===== config.mk =====
export PLATFORM = sky130hd
export DESIGN_NAME = aer_arbiter
export DESIGN_NICKNAME = d
export VERILOG_FILES = /design/src/rtl/aer_arbiter.sv
export SDC_FILE = /design/constraint.sdc
export NUM_CORES = 1
export LEC_CHECK = 0
export BUFFER_PORTS_ARGS = -buffer_cell sky130_fd_sc_hd__buf_2
export CAP_MARGIN = 0
export CELL_PAD_IN_SITES_DETAIL_PLACEMENT = 0
export CELL_PAD_IN_SITES_GLOBAL_PLACEMENT = 1
export CORE_MARGIN = 2
export CORE_UTILIZATION = 38
export CTS_CLUSTER_DIAMETER = 200
export CTS_CLUSTER_SIZE = 25
export DETAILED_ROUTE_END_ITERATION = 8
export GPL_ROUTABILITY_DRIVEN = 1
export PLACE_DENSITY = 0.83
export REMOVE_ABC_BUFFERS = 1
export SYNTH_ARGS = -nofsm -noshare
export SYNTH_HDL_FRONTEND = slang
export SYNTH_SLANG_ARGS = --single-unit

===== constraint.sdc =====
create_clock -name CLK -period 2.35 [get_ports CLK]
set_clock_uncertainty 0.15 [all_clocks]
set_input_delay 0 -clock CLK [delete_from_list [all_inputs] [get_ports CLK]]
set_output_delay 0 -clock CLK [all_outputs]
set_load 0.01 [all_outputs]

===== src/rtl/aer_arbiter.sv =====
// aer_arbiter: merges N_SRC asynchronous AER channels onto one 4-phase output bus.
// Requests and the core acknowledge are synchronized; grants follow a round-robin pointer.
module aer_arbiter #(
   parameter int N_SRC     = 4,
   parameter int ADDR_BITS = 9,
   parameter int SRC_BITS  = $clog2(N_SRC)
) (
   input  logic                                CLK,
   input  logic                                RST,
   input  logic [N_SRC-1:0]                    SRC_REQ,
   input  logic [N_SRC-1:0][ADDR_BITS-1:0]     SRC_ADDR,
   output logic [N_SRC-1:0]                    SRC_ACK,
   output logic [SRC_BITS+ADDR_BITS-1:0]       AEROUT_ADDR,
   output logic                                AEROUT_REQ,
   input  logic                                AEROUT_ACK,
   output logic                                BUSY,
   output logic [15:0]                         EVENT_CNT
);

   localparam int OUT_BITS = SRC_BITS + ADDR_BITS;

   localparam logic [1:0] ST_IDLE     = 2'd0;
   localparam logic [1:0] ST_SETUP    = 2'd1;
   localparam logic [1:0] ST_WAIT_ACK = 2'd2;
   localparam logic [1:0] ST_WAIT_REL = 2'd3;

   logic [N_SRC-1:0]    req_meta_r;
   logic [N_SRC-1:0]    req_sync_r;
   logic                ack_meta_r;
   logic                ack_sync_r;
   logic [1:0]          state_r;
   logic [1:0]          state_nxt_s;
   logic [SRC_BITS-1:0] ptr_r;
   logic [SRC_BITS-1:0] ptr_nxt_s;
   logic [SRC_BITS-1:0] grant_r;
   logic [SRC_BITS-1:0] grant_nxt_s;
   logic [SRC_BITS-1:0] sel_s;
   logic                found_s;
   logic                aerout_req_r;
   logic                aerout_req_nxt_s;
   logic [N_SRC-1:0]    src_ack_r;
   logic [N_SRC-1:0]    src_ack_nxt_s;
   logic [OUT_BITS-1:0] aerout_addr_r;
   logic [OUT_BITS-1:0] aerout_addr_nxt_s;
   logic                busy_r;
   logic [15:0]         event_cnt_r;
   logic [15:0]         event_cnt_nxt_s;

   // Two-flop synchronizers for the asynchronous handshake inputs.
   always_ff @(posedge CLK or negedge RST) begin
      if (!RST) begin
         req_meta_r <= '0;
         req_sync_r <= '0;
         ack_meta_r <= 1'b0;
         ack_sync_r <= 1'b0;
      end else begin
         req_meta_r <= SRC_REQ;
         req_sync_r <= req_meta_r;
         ack_meta_r <= AEROUT_ACK;
         ack_sync_r <= ack_meta_r;
      end
   end

   // Round-robin search: first synchronized request at or above ptr_r, wrapping.
   always_comb begin
      found_s = 1'b0;
      sel_s   = '0;
      for (int k = 0; k < N_SRC; k++) begin
         sel_s   = (!found_s && req_sync_r[SRC_BITS'((int'(ptr_r) + k) % N_SRC)])
                   ? SRC_BITS'((int'(ptr_r) + k) % N_SRC) : sel_s;
         found_s = found_s | req_sync_r[SRC_BITS'((int'(ptr_r) + k) % N_SRC)];
      end
   end

   // Handshake sequencer: grant, address setup, core ack, source release.
   always_comb begin
      state_nxt_s       = state_r;
      ptr_nxt_s         = ptr_r;
      grant_nxt_s       = grant_r;
      aerout_req_nxt_s  = aerout_req_r;
      src_ack_nxt_s     = src_ack_r;
      aerout_addr_nxt_s = aerout_addr_r;
      event_cnt_nxt_s   = event_cnt_r;
      case (state_r)
         ST_IDLE: begin
            if (found_s) begin
               grant_nxt_s       = sel_s;
               aerout_addr_nxt_s = {sel_s, SRC_ADDR[sel_s]};
               state_nxt_s       = ST_SETUP;
            end else begin
               state_nxt_s = ST_IDLE;
            end
         end
         ST_SETUP: begin
            aerout_req_nxt_s = 1'b1;
            state_nxt_s      = ST_WAIT_ACK;
         end
         ST_WAIT_ACK: begin
            if (ack_sync_r) begin
               aerout_req_nxt_s = 1'b0;
               src_ack_nxt_s    = N_SRC'(1'b1) << grant_r;
               state_nxt_s      = ST_WAIT_REL;
            end else begin
               state_nxt_s = ST_WAIT_ACK;
            end
         end
         ST_WAIT_REL: begin
            if (!ack_sync_r && !req_sync_r[grant_r]) begin
               src_ack_nxt_s   = '0;
               event_cnt_nxt_s = event_cnt_r + 16'd1;
               state_nxt_s     = ST_IDLE;
               if (grant_r == SRC_BITS'(N_SRC - 1)) begin
                  ptr_nxt_s = '0;
               end else begin
                  ptr_nxt_s = grant_r + SRC_BITS'(1);
               end
            end else begin
               state_nxt_s = ST_WAIT_REL;
            end
         end
         default: begin
            aerout_req_nxt_s = 1'b0;
            src_ack_nxt_s    = '0;
            state_nxt_s      = ST_IDLE;
         end
      endcase
   end

   // State and registered outputs; reset drops the handshake lines immediately.
   always_ff @(posedge CLK or negedge RST) begin
      if (!RST) begin
         state_r       <= ST_IDLE;
         ptr_r         <= '0;
         grant_r       <= '0;
         aerout_req_r  <= 1'b0;
         src_ack_r     <= '0;
         aerout_addr_r <= '0;
         busy_r        <= 1'b0;
         event_cnt_r   <= 16'd0;
      end else begin
         state_r       <= state_nxt_s;
         ptr_r         <= ptr_nxt_s;
         grant_r       <= grant_nxt_s;
         aerout_req_r  <= aerout_req_nxt_s;
         src_ack_r     <= src_ack_nxt_s;
         aerout_addr_r <= aerout_addr_nxt_s;
         busy_r        <= (state_nxt_s != ST_IDLE);
         event_cnt_r   <= event_cnt_nxt_s;
      end
   end

   assign SRC_ACK     = src_ack_r;
   assign AEROUT_ADDR = aerout_addr_r;
   assign AEROUT_REQ  = aerout_req_r;
   assign BUSY        = busy_r;
   assign EVENT_CNT   = event_cnt_r;

endmodule


==> impl_metrics.tcl <==
set metrics [dict create \
    outcome "finished clean" \
    cp-start-kind "flop" \
    grt_pass1_vias 1790 \
    max_cap_viol_count 0 \
    final-setup-viol-count 0 \
    grt_max_degree 33 \
    area_growth_pct 46.78 \
    ys.flop_type "dfrtp_1" \
    r2r-end "EVENT_CNT[6]$_DFFE_PN0P_" \
    seqPwrFrac 0.439 \
    r2r_cells 5 \
    dp.final_hpwl_um 3398 \
    cts_resized 0 \
    synth_fa_ha_area_frac 0.02950 \
    ys_warn_count 0 \
    timing.fmax_ghz 0.4781 \
    yosysMostFrequentCell "dfrtp_1" \
    cts_buffers 5 \
    clkPwrFrac 0.178 \
    synth-xor-area-share 0.06195 \
    die_h_um 78.71 \
    portBuffers 75 \
    required_ns 2.38 \
    final.setup.tns_ns 0 \
    async_flop_share 1.000 \
    clk_latency_ns 0.30 \
    drive_above_1_share 0.3113 \
    rrSetupSlack_ns 0.26 \
    p_switching_mw 0.9323 \
    final_nets 350 \
    htreeDepth 2 \
    cts_tree "yes" \
    rows 27 \
    clock-sinks 47 \
    wirelength_um 5160 \
    clockBufferDepth 2 \
    cts_root_buf "clkbuf_8" \
    viasPerCell 4.858 \
    antenna_found_initial 0 \
    syn-instance-count 178 \
    dpl.cell_count 324 \
    period_minus_slack_ns 2.092 \
    die-area_um2 6194 \
    core_area_um2 5439 \
    ys_seq_elements 47 \
    synthMuxAreaShare 0.1162 \
    p_int_mw 1.767 \
    switching_share 0.3454 \
    slew_headroom 0.5809 \
    netlist_area_um2 2121 \
    globalRouteOverflowTotal 0 \
    first_iter_violations 74 \
    synth_enable_flop_cells 0 \
    dr_total_vias 1817 \
    holdWs_ns 0.1087 \
    total_power_mw 2.699 \
    die_w_um 78.71 \
    grtUsageTotal 0.1727 \
    first_pass_iters 4 \
    yosysUniqueCellTypes 32 \
    synth_top_family_by_area "simple AND/OR/NAND/NOR gates" \
    synth-simple-area-share 0.1280 \
    start_util 0.3899 \
    rsz0062_at_grt "no" \
    n_antenna_cell 0 \
    post-route-drc-count 0 \
    critPathMaxFanout 6 \
    reg2reg_from "req_sync_r[1]$_DFF_PN0_" \
    end_kind "flop" \
    ys_seq_area_frac 0.5546 \
    io_pins 76 \
    wl_per_cell_um 13.80 \
    hold_path.class "input port to async pin" \
    comb_power_share 0.382 \
    hold_viol_final 0 \
    worstPathArrival_ns 2.12 \
    synth_compound_area_frac 0.08732 \
    leakagePower_nw 1.579 \
    grt_pass1_wl_um 8335 \
    ant_nets 0 \
    drv_slew 0 \
    critPathLaunch "req_sync_r[1]$_DFF_PN0_" \
    synth_top_area_frac 0.5546 \
    peakVddDrop_mv 0.4844 \
    path_clk_slew_ns 0.09 \
    synth_commonest_cells "47 x dfrtp_1, 22 x nand2_1, 19 x mux2i_1" \
    yosysTopAreaCell "dfrtp_1" \
    final.period_utilization 0.8900 \
    place.gp.congestion 0.7557 \
    crit_end "EVENT_CNT[6]$_DFFE_PN0P_" \
    ys_top_cells_by_area "dfrtp_1 55%, mux2i_1 9.0%, xnor2_1 5.4%" \
    power_density_nw_per_um2 867.2 \
    avgSynthCellArea_um2 11.91 \
    critPathKind "flop to flop" \
    layoutNonFillerInstCount 374 \
    worst_pin_slew_ns 0.6265 \
]
-- what timing repair did --
item                                   in CTS  in global routing
endpoints found under the hold margin      61                  0
hold buffers                               43                  0
buffers inserted                            0                  0
-- final cells by class --
cell class	count	area (um^2)
repair buffers	124	850.8
clock buffers	6	82.58
clock inverters	1	5.005
multi-input cells	121	897.1
fillers	485	2326
flip-flops and latches	47	1176
well taps	72	90.09
inverters	3	11.26
-- placed cells by master (no fill, tap or decap), types with 2 or more instances in the layout --
master and count:
buf_4 6, dfrtp_1 47, o21ai_0 4, o221ai_1 9, nand2_1 22, and3_1 4
dlygate4sd3_1 43, ha_1 5, xnor2_1 13, a22o_1 4, nand3_1 5, xor2_1 2
a21oi_1 4, inv_1 3, mux2i_1 19, clkbuf_8 6, nor2_1 7, mux2_2 3
and4_1 3, buf_2 75, nand2b_1 6
-- state kept, by name, summed over array words and instances (netlist names) --
| name | flops |
|---|---|
| BUSY | 1 |
| ack_meta_r | 1 |
| req_meta_r | 4 |
| ptr_r | 2 |
| AEROUT_ADDR | 9 |
| ack_sync_r | 1 |
| AEROUT_REQ | 1 |
| SRC_ACK | 4 |
| EVENT_CNT | 16 |
| grant_r | 2 |
| req_sync_r | 4 |
| state_r | 2 |
-- through the flow --
step	setup WS, ns	area, um^2	utilization
after floorplan	-0.1200	2085	-
after global placement	0.3476	2595	0.4771
after detailed placement	0.2693	2595	0.4771
after CTS	0.2611	3113	0.5723
after global routing	0.1412	3113	0.5723
final	0.2584	3113	0.5723
-- per-layer routing --
| layer | track usage | wire length, um | up-vias |
|---|---|---|---|
| met5 | 0 | 0 | - |
| met2 | 0.2949 | 2647 | 53 |
| met3 | 0.04659 | 242 | 15 |
| met4 | 0.07018 | 135 | 0 |
| met1 | 0.2065 | 2134 | 874 |
| li1 | - | - | 875 |
-- worst min-delay path by stage --
stage | end | slack (ns) | depth (start not counted)
3_3_place_gp | req_meta_r[1]$_DFF_PN0_ | -0.23 | 1
6_report | EVENT_CNT[12]$_DFFE_PN0P_ | 0.11 | 3
5_1_grt | grant_r[0]$_DFFE_PN0P_ | 0.17 | 3
2_1_floorplan | AEROUT_ADDR[0]$_DFFE_PN0P_ | -0.45 | 0
4_1_cts | AEROUT_ADDR[4]$_DFFE_PN0P_ | 0.14 | 3
3_5_place_dp | req_meta_r[1]$_DFF_PN0_ | -0.23 | 1
-- worst max-delay path, stage by stage (launching register included) --
cell	delay, ns
dfrtp_1	0.45
mux4_2	0.53
nor3_4	0.22
and4_1	0.36
nand3_1	0.13
xnor2_1	0.14
-- kinds of logic (layout without fill, tap and decap cells) --
logic type                 count (synthesis)  in the layout
AOI/OAI and AO/OA                         25             25
xor gates and xnor gates                  15             15
adders and majority gates                  5              5
buffers and inverters                     10            134
DFF                                       47             47
muxes                                     23             23
and+or+nand+nor                           53             53
-- power groups by stage --
| stage | clock, mW | combinational [mW] | sequential, mW |
|---|---|---|---|
| detailed placement | 0 | 0.988 | 1.20 |
| global placement | 0 | 0.968 | 1.19 |
| floorplan | 0 | 0.534 | 1.26 |
| finish | 0.482 | 1.03 | 1.19 |
| CTS | 0.501 | 1.04 | 1.19 |
| global route | 0.534 | 1.15 | 1.22 |
Power figures use the tool's default switching activity.
